===== config.mk =====
export PLATFORM = sky130hd
export DESIGN_NAME = dmem_wait_responder
export DESIGN_NICKNAME = d
export VERILOG_FILES = /design/src/rtl/dmem_wait_responder.sv
export SDC_FILE = /design/constraint.sdc
export NUM_CORES = 2
export LEC_CHECK = 0
export CORE_AREA = 2 2 496 498
export DETAILED_ROUTE_END_ITERATION = 12
export DIE_AREA = 0 0 498 500
export PLACE_DENSITY_LB_ADDON = 0.1
export REMOVE_ABC_BUFFERS = 1
export SLEW_MARGIN = 20
export SYNTH_ARGS = -nofsm -noshare
export SYNTH_HDL_FRONTEND = slang
export SYNTH_SLANG_ARGS = --single-unit

===== constraint.sdc =====
create_clock -name clk -period 3.04 [get_ports clk]
set_input_delay 0.304 -clock clk [delete_from_list [all_inputs] [get_ports clk]]
set_output_delay 0.304 -clock clk [all_outputs]
set_load 0.05 [all_outputs]

===== src/rtl/dmem_wait_responder.sv =====
// Wait-state data-memory responder: word RAM plus one MMIO result register.
// Optional build macro DMEM_MISALIGN_ERR_EN flags and drops misaligned accesses.
module dmem_wait_responder #(
    parameter int unsigned DEPTH_WORDS = 64,
    parameter int unsigned WAIT_CYCLES = 2,
    parameter logic [31:0] MMIO_ADDR   = 32'hFFFF_FF00
) (
    input  logic        clk,
    input  logic        reset_n,
    input  logic        dmem_req,
    input  logic        dmem_write,
    input  logic [31:0] dmem_addr,
    input  logic [31:0] dmem_write_data,
    output logic [31:0] dmem_read_data,
    output logic        dmem_ready,
    output logic        result_valid,
    output logic [31:0] result_data,
    output logic        addr_err
);

    localparam int unsigned AW        = $clog2(DEPTH_WORDS);
    localparam logic [3:0]  WAIT_LD   = 4'(WAIT_CYCLES);
    localparam logic [32:0] RAM_BYTES = 33'(DEPTH_WORDS) * 33'd4;

    typedef enum logic [1:0] {
        S_IDLE = 2'd0,
        S_WAIT = 2'd1,
        S_RESP = 2'd2
    } state_e;

    state_e      state_q;
    logic [3:0]  cnt_q;
    logic        write_q;
    logic [31:0] addr_q;
    logic [31:0] wdata_q;
    logic        ready_q;
    logic [31:0] rdata_q;
    logic        rvalid_q;
    logic [31:0] result_q;
    logic        err_q;

    logic [31:0] mem_q [DEPTH_WORDS];

    logic [31:0] acc_addr_s;
    logic        acc_write_s;
    logic [31:0] rdata_d;
    logic        ram_we_s;

    function automatic logic is_ram(input logic [31:0] a);
        return ({1'b0, a} < RAM_BYTES);
    endfunction

    function automatic logic is_mmio(input logic [31:0] a);
        return (a[31:2] == MMIO_ADDR[31:2]);
    endfunction

    function automatic logic is_misaligned(input logic [31:0] a);
`ifdef DMEM_MISALIGN_ERR_EN
        return (a[1:0] != 2'b00);
`else
        return (a[1:0] == 2'b00) && 1'b0;
`endif
    endfunction

    // Decode the in-flight access; in IDLE the live inputs are used so a
    // zero-wait access can produce its load data on the accepting edge.
    always_comb begin
        acc_addr_s  = addr_q;
        acc_write_s = write_q;
        rdata_d     = 32'd0;
        if (state_q == S_IDLE) begin
            acc_addr_s  = dmem_addr;
            acc_write_s = dmem_write;
        end else begin
            acc_addr_s  = addr_q;
            acc_write_s = write_q;
        end
        if (acc_write_s || is_misaligned(acc_addr_s)) begin
            rdata_d = 32'd0;
        end else if (is_mmio(acc_addr_s)) begin
            rdata_d = result_q;
        end else if (is_ram(acc_addr_s)) begin
            rdata_d = mem_q[acc_addr_s[AW+1:2]];
        end else begin
            rdata_d = 32'd0;
        end
    end

    // RAM store enable, valid only on the RESP edge of an aligned in-range store.
    always_comb begin
        ram_we_s = 1'b0;
        if ((state_q == S_RESP) && write_q && reset_n &&
            !is_misaligned(addr_q) && !is_mmio(addr_q) && is_ram(addr_q)) begin
            ram_we_s = 1'b1;
        end else begin
            ram_we_s = 1'b0;
        end
    end

    // RAM array: deliberately not reset so contents survive reset_n.
    always_ff @(posedge clk) begin
        if (ram_we_s) begin
            mem_q[addr_q[AW+1:2]] <= wdata_q;
        end
    end

    // Access FSM with registered handshake, read data and result register.
    always_ff @(posedge clk or negedge reset_n) begin
        if (!reset_n) begin
            state_q  <= S_IDLE;
            cnt_q    <= 4'd0;
            write_q  <= 1'b0;
            addr_q   <= 32'd0;
            wdata_q  <= 32'd0;
            ready_q  <= 1'b0;
            rdata_q  <= 32'd0;
            rvalid_q <= 1'b0;
            result_q <= 32'd0;
            err_q    <= 1'b0;
        end else begin
            ready_q <= 1'b0;
            rdata_q <= 32'd0;
            case (state_q)
                S_IDLE: begin
                    if (dmem_req) begin
                        write_q <= dmem_write;
                        addr_q  <= dmem_addr;
                        wdata_q <= dmem_write_data;
                        if (WAIT_CYCLES == 0) begin
                            state_q <= S_RESP;
                            cnt_q   <= 4'd0;
                            ready_q <= 1'b1;
                            rdata_q <= rdata_d;
                        end else begin
                            state_q <= S_WAIT;
                            cnt_q   <= WAIT_LD;
                        end
                    end
                end
                S_WAIT: begin
                    cnt_q <= cnt_q - 4'd1;
                    if (cnt_q <= 4'd1) begin
                        state_q <= S_RESP;
                        ready_q <= 1'b1;
                        rdata_q <= rdata_d;
                    end
                end
                S_RESP: begin
                    state_q <= S_IDLE;
                    if (is_misaligned(addr_q)) begin
                        err_q <= 1'b1;
                    end else if (write_q && is_mmio(addr_q)) begin
                        result_q <= wdata_q;
                        rvalid_q <= 1'b1;
                    end
                end
                default: begin
                    state_q <= S_IDLE;
                end
            endcase
        end
    end

    assign dmem_ready     = ready_q;
    assign dmem_read_data = rdata_q;
    assign result_valid   = rvalid_q;
    assign result_data    = result_q;
`ifdef DMEM_MISALIGN_ERR_EN
    assign addr_err       = err_q;
`else
    assign addr_err       = 1'b0;
`endif

endmodule


==> summary.txt <==
Initial antenna violation count -> 12
Via density -> 5.41
Yosys cell types -> 67
Die Ht -> 500 um
Final HPWL from detailed placement -> 201 mm
Worst setup EP type -> register
Hold Crit Depth -> 3
Static leakage -> 38.0 nW
Synthesis warning total -> 0
Worst slew margin -> 31.1%
Syn avg cell area -> 14.6 um2
Area delta synth->final -> 29.5%
F_max -> 0.320 GHz
Most common library cell in the layout ignoring fill and taps -> edfxtp_1
Outcome -> finished, violations left
Req. time, crit path -> 3.86 ns
Clk sinks -> 2183
Clock Root Buffer -> clkbuf_16
Startpoint Class -> register
First-pass GRT wire length -> 433 mm
Initial core utilization -> 34.7%
Synth Area in Simple Gates -> 9.91%
Async set or reset register ratio after synthesis -> 6.18%
Total track usage -> 24.7%
Compound-Gate Fraction of Synth Area -> 6.40%
CTS tree -> done
I/O pin total -> 135
Worst EP arrival -> 3.95 ns
WL/cell -> 30.9 um
Final cell count without fillers -> 10200
Largest stage delay, worst path -> 0.64 ns
Worst r2r path cells -> 10
Num CTS Buffers -> 236
XOR/XNOR Fraction of Synth Area -> 0%
Hold path endpoint -> addr_q[12]$_DFFE_PN0P_
Clk_skew -> 0.0363 ns
Net count reported at finish -> 6857
Final setup fails -> 11
Routed Wire Length -> 316 mm
Largest family of logic cells by synthesized area -> simple AND/OR/NAND/NOR gates
Layout cell share with drive strength beyond 1 -> 23.9%
Ys flop type -> edfxtp_1
Largest net degree at the start of global routing -> 85
Placed Area -> 98000 um2
Reg2reg start -> state_q[1]$_DFFE_PN0P_
Post-synthesis sequential area ratio -> 76.5%
Clk slew on worst S/H paths -> 0.06 ns
Post-synthesis cell area -> 84800 um2
Synth Instances -> 5797
CP startpoint -> state_q[1]$_DFFE_PN0P_
Reg2reg setup slack -> -0.09 ns
Crit-path max FO -> 8
Max cap viols -> 0
Critical-path cell list -> or3b_4 -> nand2_8 -> buf_12 -> buf_16 -> buf_4 -> nand2_2 -> a32oi_4 -> a31oi_4 -> a2111oi_4 -> a22o_1
Finished Cell Area -> 110000 um2
Num rows -> 182
Port bufs -> 131
Remaining antenna violation count after routing -> 0
Failing checks -> setup timing
Crit-path leading delay family -> compound AO/OA/AOI/OAI gates
Yosys reg bits -> 2183
Hold Startpoint -> dmem_addr[12]
Core ar. -> 244000 um2
Post-Synth Adder-Cell Area -> 0.0295%
Die footprint -> 249000 um2
Worst path bufs/invs -> 3
Final cycle utilization of the critical path -> 103%
Power per Cell Area -> 1090 nW/um2
Worst slew pin tran -> 1.03 ns
Post-Place Cells -> 9593
Hold Crit Class -> input port to register
Worst vdd ir -> 0.000685 V
Post-synth EDFFs -> 2048
Gp weighted congestion -> 0.813
Overflow after GRT -> 0
Unrepaired setup endpoints after global routing -> yes
Routed vias -> 55400
Critical path's slowest cell -> a2111oi_4
H-Tree Level Count -> 4
Fill count -> 21900
DRC errors left -> 0
Maximum clock path buffer count -> 3
Register area -> 64900 um2
Initial DRC count -> 5835
Final setup margin -> -0.0871 ns
Pre-Repair DR Iteration Count -> 6
Final slew viol count -> 0
Reg-to-Reg End -> dmem_read_data[15]$_DFF_PN0_
Die X -> 498 um
Most frequent cells in the layout -> 2048 x edfxtp_1, 1166 x nand2_1, 564 x buf_4
Multi-input gate area -> 20100 um2
Final Critical Period -> 3.13 ns
Clk Latency, worst-skew pair -> 0.89 ns
Mux cell area share after synthesis -> 4.92%
Worst Setup Path Type -> register to register
Final Hold Fails -> 0
Vias in the first global route -> 53600
==> worst min-delay path, delay by kind of cell <==
| family | cells | cell delay [ns] |
|---|---|---|
| and+or+nand+nor | 2 | 0.13 |
| buffers and inverters | 1 | 0.47 |
==> metrics by stage <==
step | setup WS (ns) | hold WS, ns | utilization (%) | TNS [ns] | power [W]
after global placement | -0.935 | 0.467 | 40.1 | -19.93 | 0.0836
after floorplan | -10.24 | 0.00841 | - | -679.76 | 0.0517
final | -0.0871 | 0.0624 | 44.9 | -0.493 | 0.120
after detailed placement | -0.924 | 0.485 | 40.1 | -20.32 | 0.0839
after global routing | -0.108 | 0.0509 | 44.9 | -1.39 | 0.124
after CTS | -0.0531 | 0.00699 | 44.3 | -0.192 | 0.117
==> where the power goes <==
part / internal (W) / total (W) / switching (W)
logic: 0.0201 / 0.0508 / 0.0307
clock network: 0.0169 / 0.0293 / 0.0124
registers: 0.0372 / 0.0394 / 0.00222
total: 0.0742 / 0.120 / 0.0453
==> logic make-up after synthesis <==
group,count (synthesis)
simple gates,2033
buf+inv,354
mux,365
other cells,1
flops,2183
compound gates,859
fa+ha+maj,2
==> worst max-delay path by stage <==
stage | slack (ns) | depth (start not counted) | endpoint
finish | -0.09 | 10 | dmem_read_data[15]$_DFF_PN0_
CTS | -0.05 | 12 | dmem_read_data[4]$_DFF_PN0_
global route | -0.11 | 11 | dmem_read_data[9]$_DFF_PN0_
detailed placement | -0.92 | 14 | dmem_read_data[3]$_DFF_PN0_
floorplan | -10.24 | 7 | dmem_read_data[0]$_DFF_PN0_
global placement | -0.94 | 14 | dmem_read_data[3]$_DFF_PN0_
==> final cells by class <==
class                           instances  share of cell area (%)
Timing Repair Buffer                 1102                    11.7
Tap cell                             3220                    3.67
Inverter                                3                  0.0103
Multi-Input combinational cell       3261                    18.3
Sequential cell                      2183                    59.1
Clock inverter                        139                    1.38
Antenna cell                            5                  0.0114
Clock buffer                          311                    5.82
==> synthesized netlist by cell type (all sizes together) (73+ instances only) <==
master  instances  area (um2)
nand2        1182        4440
edfxtp       2048       61500
clkbuf        123         463
buf           228        1400
dfrtp         135        3380
o21ai         259        1300
a21oi         206        1030
nor2          465        1750
a32oi          88         771
nor4           90         563
nand3         172         861
mux2i         287        2880
a31oi          73         457
==> per-layer routing <==
layer  up-vias  part of all wire [%]  global-route usage [%]
met3       320                   5.4                    2.85
met1     29200                    46                    36.1
li1      23900                     -                       -
met4         0                   2.1                    5.14
met2      1833                    47                    39.8
met5         -                     0                       0
==> sequential cells by signal (all words and copies together), names as in the netlist <==
signal and count:
wdata_q 32, dmem_ready 1, addr_q 30, result_valid 1
result_data 32, state_q 2, dmem_read_data 32, write_q 1
mem_q 2048, cnt_q 4
==> timing repair <==
action,in CTS,in global routing
resized for setup,195,220
buffers inserted,74,46
hold endpoints to repair,137,0
pin swaps,46,71
setup endpoints to repair,32,800
gates cloned,10,9
hold buffers,55,0
Power figures use the tool's default switching activity.
